### config.mk
export PLATFORM = sky130hd
export DESIGN_NAME = rx_delay_meter_flat
export DESIGN_NICKNAME = d
export VERILOG_FILES = /design/src/rtl/rx_delay_meter_if.sv /design/src/rtl/rx_delay_meter.sv /design/src/flat_wrapper.sv
export SDC_FILE = /design/constraint.sdc
export NUM_CORES = 1
export LEC_CHECK = 0
export CAP_MARGIN = 20
export CORE_ASPECT_RATIO = 0.6
export CORE_MARGIN = 5
export CORE_UTILIZATION = 30
export CTS_BUF_LIST = sky130_fd_sc_hd__clkbuf_8
export CTS_CLUSTER_DIAMETER = 60
export DETAILED_ROUTE_END_ITERATION = 10
export GPL_TIMING_DRIVEN = 1
export RECOVER_POWER = 25
export SYNTH_ARGS = -nofsm -noshare
export SYNTH_HDL_FRONTEND = slang
export SYNTH_SLANG_ARGS = --single-unit
### constraint.sdc
create_clock -name rx_clk -period 7 [get_ports rx_clk]
set_input_delay 1.4 -clock rx_clk [delete_from_list [all_inputs] [get_ports rx_clk]]
set_output_delay 1.4 -clock rx_clk [all_outputs]
set_load 0.03 [all_outputs]
### src/rtl/rx_delay_meter_if.sv
// MAC RX byte-stream bundle: data byte, frame-valid and end-of-frame status pulses.
interface rx_delay_meter_if;
    logic [7:0] mac_rx_data;
    logic       mac_rx_dvld;
    logic       mac_rx_goodframe;
    logic       mac_rx_badframe;

    modport master (output mac_rx_data, mac_rx_dvld, mac_rx_goodframe, mac_rx_badframe);
    modport slave  (input  mac_rx_data, mac_rx_dvld, mac_rx_goodframe, mac_rx_badframe);
endinterface

### src/rtl/rx_delay_meter.sv
// Parses received test frames, reports one-way delay (SOF time - TX timestamp)
// and keeps saturating good/bad/timeout frame counters.
module rx_delay_meter #(
    parameter logic [15:0] ETHERTYPE      = 16'h88B5,
    parameter int unsigned TS_OFFSET      = 14,
    parameter int unsigned SEQ_OFFSET     = 18,
    parameter int unsigned MIN_LEN        = 20,
    parameter int unsigned STATUS_TIMEOUT = 16
) (
    input  logic            rx_clk,
    input  logic            reset,
    input  logic [31:0]     now_time,
    rx_delay_meter_if.slave mac,
    output logic            delay_valid,
    output logic [31:0]     delay_value,
    output logic [15:0]     delay_seq,
    output logic [15:0]     good_count,
    output logic [15:0]     bad_count,
    output logic [15:0]     timeout_count
);

    typedef enum logic [2:0] {
        ST_SYNC,
        ST_IDLE,
        ST_DATA,
        ST_WAIT_STATUS,
        ST_REPORT
    } state_t;

    localparam int unsigned      TMO_W    = $clog2(STATUS_TIMEOUT + 1);
    localparam logic [TMO_W-1:0] TMO_LAST = TMO_W'(STATUS_TIMEOUT - 1);
    localparam logic [10:0]      IDX_MAX  = '1;
    localparam logic [10:0]      ETH_LO   = 11'd12;
    localparam logic [10:0]      ETH_HI   = 11'd14;
    localparam logic [10:0]      TS_LO    = 11'(TS_OFFSET);
    localparam logic [10:0]      TS_HI    = 11'(TS_OFFSET + 4);
    localparam logic [10:0]      SEQ_LO   = 11'(SEQ_OFFSET);
    localparam logic [10:0]      SEQ_HI   = 11'(SEQ_OFFSET + 2);
    localparam logic [10:0]      MIN_CNT  = 11'(MIN_LEN);

    state_t           r_state;
    state_t           w_next;
    logic [10:0]      r_idx;
    logic [31:0]      r_sof;
    logic [31:0]      r_ts;
    logic [15:0]      r_seq;
    logic [15:0]      r_etype;
    logic [TMO_W-1:0] r_tmo;
    logic             r_delay_valid;
    logic [31:0]      r_delay_value;
    logic [15:0]      r_delay_seq;
    logic [15:0]      r_good_count;
    logic [15:0]      r_bad_count;
    logic [15:0]      r_timeout_count;

    logic        w_start;
    logic        w_wait_enter;
    logic        w_tmo_inc;
    logic        w_tmo_hit;
    logic        w_report;
    logic        w_bad_inc;
    logic        w_match;
    logic        w_byte_en;
    logic [10:0] w_pos;
    logic        w_in_eth;
    logic        w_in_ts;
    logic        w_in_seq;
    logic [31:0] w_ts_base;
    logic [15:0] w_seq_base;
    logic [15:0] w_eth_base;

    assign w_match = (r_etype == ETHERTYPE) && (r_idx >= MIN_CNT);

    always_comb begin
        w_next       = r_state;
        w_start      = 1'b0;
        w_wait_enter = 1'b0;
        w_tmo_inc    = 1'b0;
        w_tmo_hit    = 1'b0;
        w_report     = 1'b0;
        w_bad_inc    = 1'b0;
        case (r_state)
            ST_SYNC: if (!mac.mac_rx_dvld) w_next = ST_IDLE;
            ST_IDLE: begin
                if (mac.mac_rx_dvld) begin
                    w_start = 1'b1;
                    w_next  = ST_DATA;
                end
            end
            ST_DATA, ST_WAIT_STATUS: begin
                // Status resolution is shared: end of data with status, or status while waiting.
                if (r_state == ST_DATA && mac.mac_rx_dvld) begin
                    w_next = ST_DATA;
                end else if (mac.mac_rx_badframe) begin
                    w_bad_inc = 1'b1;
                    w_next    = ST_IDLE;
                end else if (mac.mac_rx_goodframe) begin
                    w_report = w_match;
                    w_next   = w_match ? ST_REPORT : ST_IDLE;
                end else if (r_state == ST_DATA) begin
                    w_wait_enter = 1'b1;
                    w_next       = ST_WAIT_STATUS;
                end else if (mac.mac_rx_dvld) begin
                    w_tmo_hit = 1'b1;
                    w_start   = 1'b1;
                    w_next    = ST_DATA;
                end else if (r_tmo == TMO_LAST) begin
                    w_tmo_hit = 1'b1;
                    w_next    = ST_IDLE;
                end else begin
                    w_tmo_inc = 1'b1;
                end
            end
            ST_REPORT: begin
                w_start = mac.mac_rx_dvld;
                w_next  = mac.mac_rx_dvld ? ST_DATA : ST_IDLE;
            end
            default: w_next = ST_SYNC;
        endcase
    end

    assign w_pos      = w_start ? '0 : r_idx;
    assign w_byte_en  = w_start || (r_state == ST_DATA && mac.mac_rx_dvld && r_idx != IDX_MAX);
    assign w_in_eth   = (w_pos >= ETH_LO) && (w_pos < ETH_HI);
    assign w_in_ts    = (w_pos >= TS_LO) && (w_pos < TS_HI);
    assign w_in_seq   = (w_pos >= SEQ_LO) && (w_pos < SEQ_HI);
    assign w_ts_base  = w_start ? '0 : r_ts;
    assign w_seq_base = w_start ? '0 : r_seq;
    assign w_eth_base = w_start ? '0 : r_etype;

    always_ff @(posedge rx_clk) begin
        if (reset) begin
            r_state         <= ST_SYNC;
            r_idx           <= '0;
            r_sof           <= '0;
            r_ts            <= '0;
            r_seq           <= '0;
            r_etype         <= '0;
            r_tmo           <= '0;
            r_delay_valid   <= 1'b0;
            r_delay_value   <= '0;
            r_delay_seq     <= '0;
            r_good_count    <= '0;
            r_bad_count     <= '0;
            r_timeout_count <= '0;
        end else begin
            r_state       <= w_next;
            r_delay_valid <= w_report;
            if (w_start) r_sof <= now_time;
            if (w_byte_en) begin
                r_idx   <= w_start ? 11'd1 : r_idx + 11'd1;
                r_ts    <= w_in_ts  ? {w_ts_base[23:0], mac.mac_rx_data}  : w_ts_base;
                r_seq   <= w_in_seq ? {w_seq_base[7:0], mac.mac_rx_data}  : w_seq_base;
                r_etype <= w_in_eth ? {w_eth_base[7:0], mac.mac_rx_data}  : w_eth_base;
            end
            if (w_wait_enter)   r_tmo <= '0;
            else if (w_tmo_inc) r_tmo <= r_tmo + 1'b1;
            // Results load on the resolving edge so delay_valid lines up with the REPORT cycle.
            if (w_report) begin
                r_delay_value <= r_sof - r_ts;
                r_delay_seq   <= r_seq;
                if (r_good_count != '1) r_good_count <= r_good_count + 16'd1;
            end
            if (w_bad_inc && r_bad_count != '1)         r_bad_count     <= r_bad_count + 16'd1;
            if (w_tmo_hit && r_timeout_count != '1)     r_timeout_count <= r_timeout_count + 16'd1;
        end
    end

    assign delay_valid   = r_delay_valid;
    assign delay_value   = r_delay_value;
    assign delay_seq     = r_delay_seq;
    assign good_count    = r_good_count;
    assign bad_count     = r_bad_count;
    assign timeout_count = r_timeout_count;

endmodule

### src/flat_wrapper.sv
// flat-port wrapper written by rule: the top's interface ports become plain ports
module rx_delay_meter_flat 
#(
    parameter logic [15:0] ETHERTYPE      = 16'h88B5,
    parameter int unsigned TS_OFFSET      = 14,
    parameter int unsigned SEQ_OFFSET     = 18,
    parameter int unsigned MIN_LEN        = 20,
    parameter int unsigned STATUS_TIMEOUT = 16
)
  (rx_clk, reset, now_time, delay_valid, delay_value, delay_seq, good_count, bad_count, timeout_count, mac_mac_rx_data, mac_mac_rx_dvld, mac_mac_rx_goodframe, mac_mac_rx_badframe);
  rx_delay_meter_if mac_i ();
  input  logic rx_clk;
  input  logic reset;
  input  logic [31:0] now_time;
  output logic delay_valid;
  output logic [31:0] delay_value;
  output logic [15:0] delay_seq;
  output logic [15:0] good_count;
  output logic [15:0] bad_count;
  output logic [15:0] timeout_count;
  input wire logic [$bits(mac_i.mac_rx_data)-1:0] mac_mac_rx_data;
  input wire logic [$bits(mac_i.mac_rx_dvld)-1:0] mac_mac_rx_dvld;
  input wire logic [$bits(mac_i.mac_rx_goodframe)-1:0] mac_mac_rx_goodframe;
  input wire logic [$bits(mac_i.mac_rx_badframe)-1:0] mac_mac_rx_badframe;
  assign mac_i.mac_rx_data = mac_mac_rx_data;
  assign mac_i.mac_rx_dvld = mac_mac_rx_dvld;
  assign mac_i.mac_rx_goodframe = mac_mac_rx_goodframe;
  assign mac_i.mac_rx_badframe = mac_mac_rx_badframe;
  rx_delay_meter #(.ETHERTYPE(ETHERTYPE), .TS_OFFSET(TS_OFFSET), .SEQ_OFFSET(SEQ_OFFSET), .MIN_LEN(MIN_LEN), .STATUS_TIMEOUT(STATUS_TIMEOUT)) u_core (.rx_clk(rx_clk), .reset(reset), .now_time(now_time), .mac(mac_i), .delay_valid(delay_valid), .delay_value(delay_value), .delay_seq(delay_seq), .good_count(good_count), .bad_count(bad_count), .timeout_count(timeout_count));
endmodule
==> results of run 1 <==
registers in the layout, indices dropped and copies added (netlist names), 11 cells and up:
signal                flops
u_core.bad_count         16
u_core.delay_seq         16
u_core.delay_value       32
u_core.good_count        16
u_core.r_etype           16
u_core.r_idx             11
u_core.r_seq             16
u_core.r_sof             32
u_core.r_ts              32
u_core.timeout_count     16
routing by layer:
layer / track usage, % / up-vias
met5: 0 / -
met4: 3.70 / 2
met3: 4.35 / 47
met2: 20.8 / 230
met1: 22.9 / 4285
li1: - / 4616
stage by stage:
step                worst slack [ns]  instances  hold WS [ns]
finish                          3.26       1864         0.447
global placement                2.73       1802         0.442
global route                    3.02       1864         0.465
detailed placement              2.61       1802         0.446
CTS                             3.20       1862         0.453
floorplan                       3.85       1267         0.431
cell families after synthesis:
logic type / Yosys count / synth area share (%)
multiplexers: 6 / 0.590
adder cells (fa/ha/maj): 39 / 4.87
flip-flops: 212 / 41.7
XOR/XNOR: 66 / 5.68
buffers and inverters: 118 / 5.39
AO/OA/AOI/OAI: 258 / 15.3
AND/OR/NAND/NOR: 568 / 26.5
cell usage after synthesis, types with 7 or more instances:
cell	n	area [um^2]
nand4_1	20	125
nand3_1	94	470
a31oi_1	10	62.6
xnor2_1	27	236
nand2b_1	7	43.8
buf_2	12	60.1
nor2_1	91	342
o21a_1	10	75.1
clkbuf_1	40	150
or3_1	13	81.3
a21oi_1	152	761
inv_1	46	173
dfxtp_1	212	4240
buf_1	7	26.3
and4_1	7	61.3
a211oi_1	10	75.1
o21ai_0	26	130
nor4_1	7	43.8
nor3_1	21	105
nor2b_1	8	50.1
ha_1	38	475
xor2_1	39	342
and3_1	16	100
nand2_1	241	905
power breakdown:
part	leakage (nW)	total [W]	internal, W	switching, W
logic	2.48	0.000278	0.000113	0.000166
registers	1.71	0.00122	0.00122	0.00000789
clock network	0.405	0.00110	0.000602	0.000502
total	4.60	0.00261	0.00193	0.000676
final cells by class:
| cell class | instances | share of cell area (%) |
|---|---|---|
| clock buffers | 44 | 4.81 |
| clock inverters | 16 | 0.755 |
| multi-input cells | 937 | 42.9 |
| flip-flops and latches | 212 | 33.7 |
| inverters | 47 | 1.40 |
| well taps | 459 | 4.56 |
| repair buffers | 149 | 11.9 |
worst max path at each step:
stage                                               to            startpoint
finish              u_core.delay_value[9]$_SDFFE_PP0P_  mac_mac_rx_goodframe
global route        u_core.delay_value[9]$_SDFFE_PP0P_  mac_mac_rx_goodframe
CTS                       u_core.r_ts[21]$_SDFFE_PP0P_       mac_mac_rx_dvld
detailed placement        u_core.r_ts[21]$_SDFFE_PP0P_       mac_mac_rx_dvld
global placement           u_core.r_ts[7]$_SDFFE_PP0P_       mac_mac_rx_dvld
floorplan               u_core.r_etype[5]$_SDFFE_PP0P_       mac_mac_rx_dvld
critical path, delay by kind of cell:
family                 cells  cell delay, ns
AOI/OAI and AO/OA          2            0.19
buffers and inverters      1            0.72
and+or+nand+nor            5            1.81
==> results.toml, run 1 <==
[yosys]
ys_warn_count = 0
synthCells = 1267
synth_edf_count = 0
ys_seq_area_share_pct = 41.7
ys_ff_latch = 212
synthesis.area_um2 = 10200
syn_nets = 1351
avgSynthCellArea_um2 = 8.04
synth_ff_type = "dfxtp_1"
postSynth.asyncResetShare_pct = 0
ys_types = 77

[placement]
io_buffer_count = 141
placed_area_um2 = 11900
hpwl_um = 21300
gp_congestion = 0.886

[detailed_routing]
met2_length_um = 11900
dr.pass1.iters = 6
via_per_inst = 4.92
wl_met1_um = 15100
post_drt_wl_per_cell_um = 15.9
drc_errors = 0
routed-wl-met3_um = 2050
drt_iter0_markers = 682
drtAntennaViolNets = 0
routed.top_layer = "met5"
vias = 9180
drt_wl_total_um = 29700

[timing]
report.final.slew_viol_count = 0
post-route-period-util_pct = 53.4
max_slew_margin_pct = 33.8
setup_violations = 0
hold_viol = 0
worstMarginPinSlew_ns = 0.979
rsz0062_at_grt = "false"
finClkSkew_ns = 0.0253
finalCriticalPeriod_ns = 3.74
fmax_mhz = 268
tns_ns = 0

[floorplanning]
die_h_um = 153
dieWidth_um = 248
core_um2 = 33600
initial_core_util_pct = 30.3
rows = 52
io_pins = 142
die_area_um2 = 37900

[final_layout]
final_common_cell = "nand2_1"
fin_area_um2 = 12600
final_cell_mix = "nand2_1 (241), dfxtp_1 (212), a21oi_1 (152), nand3_1 (94), nor2_1 (91)"
postLayoutCoreUtil_pct = 37.5
synthToLayoutAreaGrowth_pct = 23.7
layout-drive-gt1-share_pct = 5.84
multiInputGateArea_um2 = 5400
seq_area_um2 = 4240
fin_nets = 1467
n_fill_cell = 3483
diodes = 0

[critical_path]
path_cells = "dlygate4sd3_1 -> nor4b_1 -> nand3_1 -> nor4_2 -> nand3_2 -> nor4b_1 -> a31oi_1 -> o311ai_0"
cp_data_required_time_ns = 7.41
reg2reg_to = "u_core.delay_value[31]$_SDFFE_PP0P_"
endpoint_kind = "register"
criticalPathCategory = "input port to register"
crit_slowest_cell = "dlygate4sd3_1"
cpMostUsedCell = "nor4b_1"
reg2reg_slack_ns = 3.93
critPathMaxStageDelay_ns = 0.72
cp_max_fo = 36
r2r_cells = 10
startpoint_type = "input port"
worstReg2RegStart = "u_core.r_ts[9]$_SDFFE_PP0P_"
cp.arrival_ns = 4.15

[clock_network]
htree_levels = 2
cts_buffer_depth = 3
postCtsSetupBuffers = 0
cts_buffers = 36
cts_tree = "yes"
cts_sinks = 212
clock-root-buffer = "clkbuf_8"
path_clk_slew_ns = 0.06
cts_hold_buf = 0
cts_resized = 0
clk_latency_ns = 0.54

[outcome]
outcome = "finished clean"

[hold_path]
holdPathEnd = "u_core.delay_value[14]$_SDFFE_PP0P_"
hold_path.class = "register to register"
min_from = "u_core.delay_value[14]$_SDFFE_PP0P_"
holdPathStages = 2

[grt]
grt_pass1_wl_um = 46800
grt_pass1_vias = 8508
grt.total_usage_pct = 15.1
grt_antenna_before_repair = 1
grt-ovfl-total = 0
grt_start_max_net_pins = 79

[power_and_ir_drop]
total_power_w = 0.00261
power.density_nw_per_um2 = 207
ir_drop_uv = 74.6
p_leak_nw = 4.60

[run]
cap_violations = 0
(Power assumes the default switching activity.)
==> run 2, diff against run 1 <==
==> constraint.sdc (replaced) <==
create_clock -name rx_clk -period 3.3 [get_ports rx_clk]
set_input_delay 0.66 -clock rx_clk [delete_from_list [all_inputs] [get_ports rx_clk]]
set_output_delay 0.66 -clock rx_clk [all_outputs]
set_load 0.03 [all_outputs]
==> run 2 against run 1 <==
Clock skew is 0.0024 ns lower. Utilization grew 0.060 points. Critical path depth did not move. Sequential power is 110% higher. Total power increased by 110%. Critical path type unchanged. Register-to-register slack lost 3.6 ns. Combinational power increased by 120%. First-iteration DRC count rose by 7.6%. Highest routed layer unchanged. Global-route usage grew 0.22 points. Clock power up 100%. Setup slack lost 3.0 ns.
==> results.toml, run 2 (synthesized netlist as in run 1, its figures left out) <==
[timing]
report.final.slew_viol_count = 0
tns_ns = 0
setup_violations = 0
fmax_mhz = 332
worstMarginPinSlew_ns = 1.15
rsz0062_at_grt = "false"
max_slew_margin_pct = 22.3
hold_viol = 0
finClkSkew_ns = 0.0230
post-route-period-util_pct = 91.3
finalCriticalPeriod_ns = 3.01

[critical_path]
cp_max_fo = 21
startpoint_type = "input port"
path_cells = "dlygate4sd3_1 -> nor2_1 -> nor2b_1 -> nor3b_1 -> o21ai_0 -> clkbuf_2 -> nand3_1 -> a21oi_1"
endpoint_kind = "register"
path_buf_inv = 2
crit_slowest_cell = "o21ai_0"
cp.arrival_ns = 3.46
crit_family = "buffers and inverters"
cp_data_required_time_ns = 3.75
criticalPathCategory = "input port to register"
worstSetupPathDepth = 8
critPathMaxStageDelay_ns = 0.90
r2r_cells = 9

[clock_network]
cts_buffer_depth = 3
cts_sinks = 212
postCtsSetupBuffers = 0
path_clk_slew_ns = 0.06
htree_levels = 2
cts_hold_buf = 0
clk_latency_ns = 0.54
cts_buffers = 36
cts_tree = "yes"
cts_resized = 0
clock-root-buffer = "clkbuf_8"

[grt]
grt_pass1_vias = 8588
grt.total_usage_pct = 15.3
grt_antenna_before_repair = 1
grt_start_max_net_pins = 198
grt_pass1_wl_um = 47500
grt-ovfl-total = 0

[hold_path]
hold_path.class = "register to register"
holdPathStages = 2

[detailed_routing]
via_per_inst = 4.91
drc_errors = 0
post_drt_wl_per_cell_um = 16.0
drt_iter0_markers = 734
dr.pass1.iters = 5
drt_wl_total_um = 29900
drtAntennaViolNets = 0
vias = 9206

[final_layout]
diodes = 0
synthToLayoutAreaGrowth_pct = 23.9
fin_area_um2 = 12600
layout-drive-gt1-share_pct = 6.08
final_cell_mix = "nand2_1 (241), dfxtp_1 (212), a21oi_1 (152), clkdlybuf4s50_1 (125), nand3_1 (94)"
final_common_cell = "nand2_1"
fin_nets = 1479
stdcell_count = 1874

[power_and_ir_drop]
p_int_w = 0.00397
ir_drop_uv = 201
power.share.sequential_pct = 48.0
power_frac_clock_pct = 40.7
power.density_nw_per_um2 = 428
switching_share_pct = 26.5
power_frac_comb_pct = 11.3
p_leak_nw = 4.44
switchingPower_w = 0.00143

[placement]
io_buffer_count = 141
placed_area_um2 = 12000
hpwl_um = 21400
dp.cells = 1816
gp_congestion = 0.898

[floorplanning]
dieWidth_um = 248
io_pins = 142
rows = 52
core_um2 = 33600
die_h_um = 153
die_area_um2 = 37900
initial_core_util_pct = 30.3

[outcome]
outcome = "finished clean"

[run]
cap_violations = 0
==> run 2: cell count changes in the layout (fill, tap and decap cells not counted), moves of 2 or more <==
cell	change
clkbuf_8	-2
dlygate4sd3_1	-49
clkdlybuf4s50_1	+49
buf_4	+6
clkbuf_1	+4
buf_12	+3
==> run 2: final cells by class <==
class | instances | area [um^2]
well taps | 459 | 574
multi-input cells | 937 | 5390
clock buffers | 42 | 578
clock inverters | 16 | 71.3
inverters | 47 | 176
repair buffers | 161 | 1580
fillers | 3514 | 21000
flip-flops and latches | 212 | 4240
==> run 2: worst reg2reg max path, stage by stage (launching register included) <==
cell	delay, ns
dfxtp_1	0.37
inv_1	0.07
ha_1	0.40
and4_2	0.31
nor3b_1	0.54
and3_1	0.29
o31a_1	0.22
o22ai_1	0.12
xor2_1	0.37
a211oi_1	0.14
==> run 2: power groups by stage <==
stage / registers, W / clock network [W] / logic, W
global placement: 0.00265 / 0 / 0.000592
CTS: 0.00259 / 0.00229 / 0.000600
global route: 0.00259 / 0.00241 / 0.000655
floorplan: 0.00264 / 0 / 0.000403
finish: 0.00259 / 0.00220 / 0.000608
detailed placement: 0.00265 / 0 / 0.000597
==> run 2: metrics by stage <==
stage          hold slack, ns  util (%)  total power (W)  setup WS [ns]
2_1_floorplan           0.431         -          0.00305          0.817
3_3_place_gp            0.439      35.7          0.00324          0.233
3_5_place_dp            0.444      35.7          0.00325          0.155
4_1_cts                 0.452      37.7          0.00548          0.411
5_1_grt                 0.473      37.6          0.00566         0.0504
6_report                0.449      37.6          0.00540          0.288
==> run 2: path summary, 6_finish.rpt <==
| kind | startpoint | to | slack (ns) |
|---|---|---|---|
| worst max-delay path | mac_mac_rx_badframe | u_core.r_seq[12]$_SDFFE_PP0P_ | 0.29 |
| worst min-delay path | u_core.delay_value[16]$_SDFFE_PP0P_ | u_core.delay_value[16]$_SDFFE_PP0P_ | 0.45 |
| worst max register to register | u_core.r_ts[17]$_SDFFE_PP0P_ | u_core.delay_value[28]$_SDFFE_PP0P_ | 0.31 |
| worst min register to register | u_core.delay_value[16]$_SDFFE_PP0P_ | u_core.delay_value[16]$_SDFFE_PP0P_ | 0.45 |
==> run 2: metal layers <==
metal	up-vias	track usage (%)	share of wire (%)	wire length [um]
met2	266	20.9	40	11800
met5	-	0	0.023	7
met1	4232	23.4	50	14900
met3	62	3.73	7.5	2230
li1	4644	-	-	-
met4	2	4.88	3.0	900
